## src/rtl/xform_sequencer.sv

```systemverilog
// xform_sequencer: vertex-stage command sequencer driving the shared MAC and matrix-stack controls.
module xform_sequencer #(
   parameter int STACK_DEPTH = 4,
   parameter int SP_W = 2,
   parameter int OPCODE_WIDTH = 8,
   parameter logic [OPCODE_WIDTH-1:0] OP_BEGINPRIMITIVE = 8'h60,
   parameter logic [OPCODE_WIDTH-1:0] OP_ENDPRIMITIVE = 8'h61,
   parameter logic [OPCODE_WIDTH-1:0] OP_SETVERTEX = 8'h62,
   parameter logic [OPCODE_WIDTH-1:0] OP_ROTATE = 8'h63,
   parameter logic [OPCODE_WIDTH-1:0] OP_TRANSLATE = 8'h64,
   parameter logic [OPCODE_WIDTH-1:0] OP_SCALE = 8'h65,
   parameter logic [OPCODE_WIDTH-1:0] OP_PUSHMATRIX = 8'h66,
   parameter logic [OPCODE_WIDTH-1:0] OP_POPMATRIX = 8'h67,
   parameter logic [OPCODE_WIDTH-1:0] OP_LOADIDENTITY = 8'h68
) (
   input  logic                    I_CLOCK,
   input  logic                    I_RESET_N,
   input  logic                    I_LOCK,
   input  logic                    I_CMD_VALID,
   input  logic [OPCODE_WIDTH-1:0] I_Opcode,
   output logic                    O_CMD_READY,
   output logic                    O_MAC_EN,
   output logic                    O_MAC_CLR,
   output logic [SP_W-1:0]         O_A_SLOT,
   output logic [3:0]              O_A_IDX,
   output logic                    O_B_SRC,
   output logic [3:0]              O_B_IDX,
   output logic                    O_WR_EN,
   output logic [3:0]              O_WR_IDX,
   output logic                    O_COPY_EN,
   output logic                    O_COMMIT,
   output logic                    O_LOAD_ID,
   output logic                    O_VTX_VALID,
   output logic [SP_W-1:0]         O_SP,
   output logic                    O_PRIM_ACTIVE,
   output logic                    O_OVERFLOW,
   output logic                    O_UNDERFLOW
);
   typedef enum logic [2:0] {S_IDLE, S_EXEC1, S_SWEEP, S_WB, S_COMMIT, S_COPY, S_VDONE} state_t;
   localparam logic [SP_W-1:0] SP_MAX = SP_W'(STACK_DEPTH - 1);
   state_t state_q, state_d;
   logic vtx_q, vtx_d, prim_q, prim_d, ovf_q, ovf_d, unf_q, unf_d, ld_q, ld_d;
   logic [1:0] i_q, i_d, j_q, j_d, k_q, k_d;
   logic [3:0] n_q, n_d;
   logic [SP_W-1:0] sp_q, sp_d;
   logic mac_en, mac_clr, b_src, wr_en, copy_en, commit, load_id, vtx_valid;
   logic [SP_W-1:0] a_slot;
   logic [3:0] a_idx, b_idx, wr_idx;
   logic is_mat;
   assign is_mat = I_Opcode == OP_ROTATE || I_Opcode == OP_TRANSLATE || I_Opcode == OP_SCALE;
   always_comb begin
      state_d = state_q;
      vtx_d = vtx_q;
      prim_d = prim_q;
      ovf_d = ovf_q;
      unf_d = unf_q;
      ld_d = 1'b0;
      i_d = i_q;
      j_d = j_q;
      k_d = k_q;
      n_d = n_q;
      sp_d = sp_q;
      mac_en = 1'b0;
      mac_clr = 1'b0;
      a_slot = '0;
      a_idx = '0;
      b_src = 1'b0;
      b_idx = '0;
      wr_en = 1'b0;
      wr_idx = '0;
      copy_en = 1'b0;
      commit = 1'b0;
      load_id = 1'b0;
      vtx_valid = 1'b0;
      case (state_q)
         S_IDLE: if (I_CMD_VALID) begin
            state_d = S_EXEC1;
            i_d = '0;
            j_d = '0;
            k_d = '0;
            n_d = '0;
            if (is_mat) begin
               state_d = S_SWEEP;
               vtx_d = 1'b0;
            end else if (I_Opcode == OP_SETVERTEX && prim_q) begin
               state_d = S_SWEEP;
               vtx_d = 1'b1;
            end else if (I_Opcode == OP_BEGINPRIMITIVE) prim_d = 1'b1;
            else if (I_Opcode == OP_ENDPRIMITIVE) prim_d = 1'b0;
            else if (I_Opcode == OP_LOADIDENTITY) ld_d = 1'b1;
            else if (I_Opcode == OP_POPMATRIX) begin
               if (sp_q != '0) sp_d = sp_q - SP_W'(1);
               else unf_d = 1'b1;
            end else if (I_Opcode == OP_PUSHMATRIX) begin
               if (sp_q < SP_MAX) state_d = S_COPY;
               else ovf_d = 1'b1;
            end
         end
         S_EXEC1: begin
            load_id = ld_q;
            state_d = S_IDLE;
         end
         S_SWEEP: begin
            mac_en = 1'b1;
            mac_clr = k_q == 2'd0;
            a_slot = sp_q;
            a_idx = {i_q, k_q};
            b_src = vtx_q;
            b_idx = vtx_q ? {2'b00, k_q} : {k_q, j_q};
            k_d = k_q + 2'd1;
            state_d = k_q == 2'd3 ? S_WB : S_SWEEP;
         end
         S_WB: begin
            wr_en = 1'b1;
            wr_idx = vtx_q ? {2'b00, i_q} : {i_q, j_q};
            // vertex sweeps step rows only; matrix sweeps walk j then i
            if (vtx_q) begin
               i_d = i_q + 2'd1;
               state_d = i_q == 2'd3 ? S_VDONE : S_SWEEP;
            end else begin
               j_d = j_q + 2'd1;
               i_d = j_q == 2'd3 ? i_q + 2'd1 : i_q;
               state_d = (i_q == 2'd3 && j_q == 2'd3) ? S_COMMIT : S_SWEEP;
            end
         end
         S_COMMIT: begin
            commit = 1'b1;
            state_d = S_IDLE;
         end
         S_VDONE: begin
            vtx_valid = 1'b1;
            state_d = S_IDLE;
         end
         S_COPY: begin
            copy_en = 1'b1;
            a_slot = sp_q;
            a_idx = n_q;
            n_d = n_q + 4'd1;
            sp_d = n_q == 4'd15 ? sp_q + SP_W'(1) : sp_q;
            state_d = n_q == 4'd15 ? S_IDLE : S_COPY;
         end
         default: state_d = S_IDLE;
      endcase
   end
   always_ff @(posedge I_CLOCK or negedge I_RESET_N) begin
      if (!I_RESET_N) begin
         state_q <= S_IDLE;
         vtx_q <= 1'b0;
         prim_q <= 1'b0;
         ovf_q <= 1'b0;
         unf_q <= 1'b0;
         ld_q <= 1'b0;
         i_q <= '0;
         j_q <= '0;
         k_q <= '0;
         n_q <= '0;
         sp_q <= '0;
      end else if (I_LOCK) begin
         state_q <= state_d;
         vtx_q <= vtx_d;
         prim_q <= prim_d;
         ovf_q <= ovf_d;
         unf_q <= unf_d;
         ld_q <= ld_d;
         i_q <= i_d;
         j_q <= j_d;
         k_q <= k_d;
         n_q <= n_d;
         sp_q <= sp_d;
      end
   end
   assign O_CMD_READY = state_q == S_IDLE && I_RESET_N && I_LOCK;
   assign O_MAC_EN = mac_en & I_LOCK;
   assign O_MAC_CLR = mac_clr & I_LOCK;
   assign O_A_SLOT = a_slot;
   assign O_A_IDX = a_idx;
   assign O_B_SRC = b_src;
   assign O_B_IDX = b_idx;
   assign O_WR_EN = wr_en & I_LOCK;
   assign O_WR_IDX = wr_idx;
   assign O_COPY_EN = copy_en & I_LOCK;
   assign O_COMMIT = commit & I_LOCK;
   assign O_LOAD_ID = load_id & I_LOCK;
   assign O_VTX_VALID = vtx_valid & I_LOCK;
   assign O_SP = sp_q;
   assign O_PRIM_ACTIVE = prim_q;
   assign O_OVERFLOW = ovf_q;
   assign O_UNDERFLOW = unf_q;
endmodule

```

## config.mk

```make
export PLATFORM = sky130hd
export DESIGN_NAME = xform_sequencer
export DESIGN_NICKNAME = d
export VERILOG_FILES = /design/src/rtl/xform_sequencer.sv
export SDC_FILE = /design/constraint.sdc
export NUM_CORES = 1
export LEC_CHECK = 0
export BUFFER_PORTS_ARGS = -buffer_cell sky130_fd_sc_hd__buf_2
export CORE_UTILIZATION = 40
export CTS_BUF_LIST = sky130_fd_sc_hd__clkbuf_8
export CTS_CLUSTER_SIZE = 16
export DETAILED_ROUTE_END_ITERATION = 16
export SYNTH_ARGS = -nofsm -noshare
export SYNTH_HDL_FRONTEND = slang
export SYNTH_SLANG_ARGS = --single-unit
```

## constraint.sdc

```tcl
create_clock -name I_CLOCK -period 2.4 [get_ports I_CLOCK]
set_input_delay 0.48 -clock I_CLOCK [delete_from_list [all_inputs] [get_ports I_CLOCK]]
set_output_delay 0.48 -clock I_CLOCK [all_outputs]
set_load 0.01 [all_outputs]
```

==> flow_metrics.tcl <==
set metrics [dict create \
    clk_pin_slew_worst_paths_ns 0.08 \
    min_path_type "input port to async pin" \
    ios 40 \
    postRouteAntennaNets 0 \
    worst-path-max-fanout 12 \
    fp.dieW_um 61.6 \
    dp_hpwl_um 2680 \
    cpPeakStageDelay_ns 0.50 \
    fmax_ghz 0.458 \
    fp.coreArea_mm2 0.00336 \
    synth-seq-cells 20 \
    synthArstFlopShare_pct 100 \
    p_total_uw 1430 \
    arrival_ns 1.70 \
    area_delta_synth_final_pct 22.6 \
    p_seq_share_pct 33.9 \
    finalWirelength_um 3510 \
    outcome "finished clean" \
    rsz0062_at_grt "false" \
    power_density_mw_per_mm2 823 \
    report.final.slew_viol_count 0 \
    cts-root-buf "clkbuf_8" \
    post-route-util_pct 51.9 \
    placement.cell_area_mm2 0.00167 \
    setup_viol 0 \
    yosysMostFrequentCell "nand2_1" \
    synth.distinct_cells 44 \
    cp-end-kind "output pin" \
    cts.sinks 20 \
    final-hold-violation-count 0 \
    avgSynthCellArea_um2 8.32 \
    synthFlopType "dfrtp_1" \
    swShare_pct 37.5 \
    grt_usage_pct 19.7 \
    cpMaxStageDelayCell "dfrtp_1" \
    synth.top_cell.area_share_pct 35.2 \
    first_pass_iters 4 \
    crit_family "simple AND/OR/NAND/NOR gates" \
    syn-num-nets 188 \
    p_comb_share_pct 41.9 \
    grt_pass1_vias 1187 \
    fin_tns_setup_ns 0 \
    setup_ws_ns 0.217 \
    dieArea_mm2 0.00380 \
    netlist_area_mm2 0.00142 \
    p_clk_share_pct 24.2 \
    synth_edf_count 0 \
    viasPerCell 5.37 \
    max-vdd-ir-drop_mv 0.374 \
    wl_per_cell_um 13.8 \
    htreeDepth 1 \
    antennaDiodeCount 0 \
    cp_data_required_time_ns 1.92 \
    final_cell_area_mm2 0.00174 \
    start_util_pct 42.3 \
    finClkSkew_ns 0.00604 \
    drt_iter0_markers 57 \
    crit_type "flop to output pin" \
    drive_gt1_share_pct 28.4 \
    power_switching_uw 538 \
    grt_start_max_net_pins 21 \
    yosys.area.top_type "dfrtp_1" \
    cts_tree "built" \
    clockBufferDepth 2 \
    numCtsBuffers 3 \
    synth_cells 171 \
    antenna_found_initial 0 \
    leakagePower_uw 0.000860 \
    io_buffers 39 \
    grt_first_pass_wirelength_um 5460 \
    nets 226 \
    die_h_um 61.6 \
    start_kind "flop" \
    synth.area.top_cells "dfrtp_1 35%, nand2_1 6.9%, ha_1 4.4%" \
    crit_chain "or3b_4 -> nor2_2 -> and2_1 -> buf_2" \
    worstMarginPinSlew_ns 0.549 \
    slew_headroom_pct 63.0 \
    grt.overflow.total 0 \
    rows 21 \
    place_congestion 0.898 \
    yosysSeqAreaShare_pct 35.2 \
    finalCritPeriodShare_pct 91.0 \
    maxCapViolCount 0 \
    clk_latency_ns 0.26 \
    yosys_warnings 0 \
    synth_common_cells "26 x nand2_1, 20 x dfrtp_1, 12 x nor2_1" \
    pre_cts_ws_ns 0.281 \
    internal-power_uw 897 \
    route.detailed.drc 0 \
    vias 1364 \
    period_needed_ns 2.18 \
    critical_path_buf_inv_count 1 \
]
-- area by class of cell --
type / count / area [um^2]
clock buffer: 3 / 41.3
sequential: 20 / 500
clock inverter: 1 / 30.0
tap: 46 / 57.6
timing repair buffer: 45 / 240
multi-input combinational: 132 / 848
fill: 348 / 1620
inverter: 7 / 26.3
-- power groups by stage --
stage	Clock [uW]	Combinational [uW]	Sequential, uW
2_1_floorplan	0	423	453
3_3_place_gp	0	584	487
3_5_place_dp	0	598	492
4_1_cts	352	601	485
5_1_grt	364	682	497
6_report	347	601	487
-- cells by family (layout without fill, tap and decap cells) --
kind of cell,count (synthesis),in the layout,share of synthesized area (%)
fa+ha+maj,5,5,4.40
flops,20,20,35.2
simple gates,79,79,29.5
compound gates,41,41,20.4
xor+xnor,3,3,1.85
mux,4,4,3.08
buf+inv,19,56,5.63
-- sequential cells by signal (all words and copies together) (netlist names) --
| signal | flops |
|---|---|
| state_q | 3 |
| j_q | 2 |
| ld_q | 1 |
| O_SP | 2 |
| i_q | 2 |
| O_UNDERFLOW | 1 |
| O_OVERFLOW | 1 |
| vtx_q | 1 |
| n_q | 4 |
| k_q | 2 |
| O_PRIM_ACTIVE | 1 |
-- stage by stage --
stage          hold slack [ns]  std cells
6_report                 0.179        254
4_1_cts                  0.198        254
3_3_place_gp             0.455        250
5_1_grt                  0.200        254
2_1_floorplan            0.184        171
3_5_place_dp             0.447        250
-- path summary, 6_finish.rpt --
kind	to	startpoint	slack [ns]	depth (start not counted)
worst max-delay path	O_MAC_CLR	state_q[0]	0.22	4
worst min-delay path	j_q[1]	I_RESET_N	0.18	2
min in group I_CLOCK	O_UNDERFLOW	O_UNDERFLOW	0.46	1
max in group asynchronous	n_q[2]	I_RESET_N	2.00	2
worst min register to register	O_UNDERFLOW	O_UNDERFLOW	0.46	1
worst max register to register	vtx_q	state_q[2]	0.40	5
-- timing repair --
| item | in CTS | in global routing |
|---|---|---|
| setup endpoints to repair | 1 | 3 |
| cloned | 0 | 0 |
| hold buffers | 0 | 0 |
| buffers inserted | 0 | 0 |
| gates resized for setup | 1 | 2 |
-- worst reg2reg max path, delay by kind of cell, from the launching register on --
kind            cells  cell delay, ns
flops               1            0.40
compound gates      2            0.35
buf+inv             1            0.19
simple gates        2            0.99
-- layer usage --
| metal | wire length (um) | track usage [%] |
|---|---|---|
| met5 | 0 | 0 |
| met2 | 1640 | 31.8 |
| met4 | 27 | 3.81 |
| met3 | 168 | 5.25 |
| met1 | 1680 | 26.6 |
-- layout by cell type (no fill, tap or decap), drive strengths merged, types with 2 or more instances in the layout --
cell type	count
a21o	2
a21oi	9
a22o	5
a32o	2
and2	5
buf	45
clkbuf	3
dfrtp	20
ha	5
inv	7
mux2	3
nand2	26
nand3	7
nand4bb	2
nor2	12
nor2b	2
nor3	9
nor3b	2
nor4	3
o21a	2
o21ai	10
o221ai	4
or3b	2
xnor2	3
Note: power is estimated with default switching activity, not from simulation.
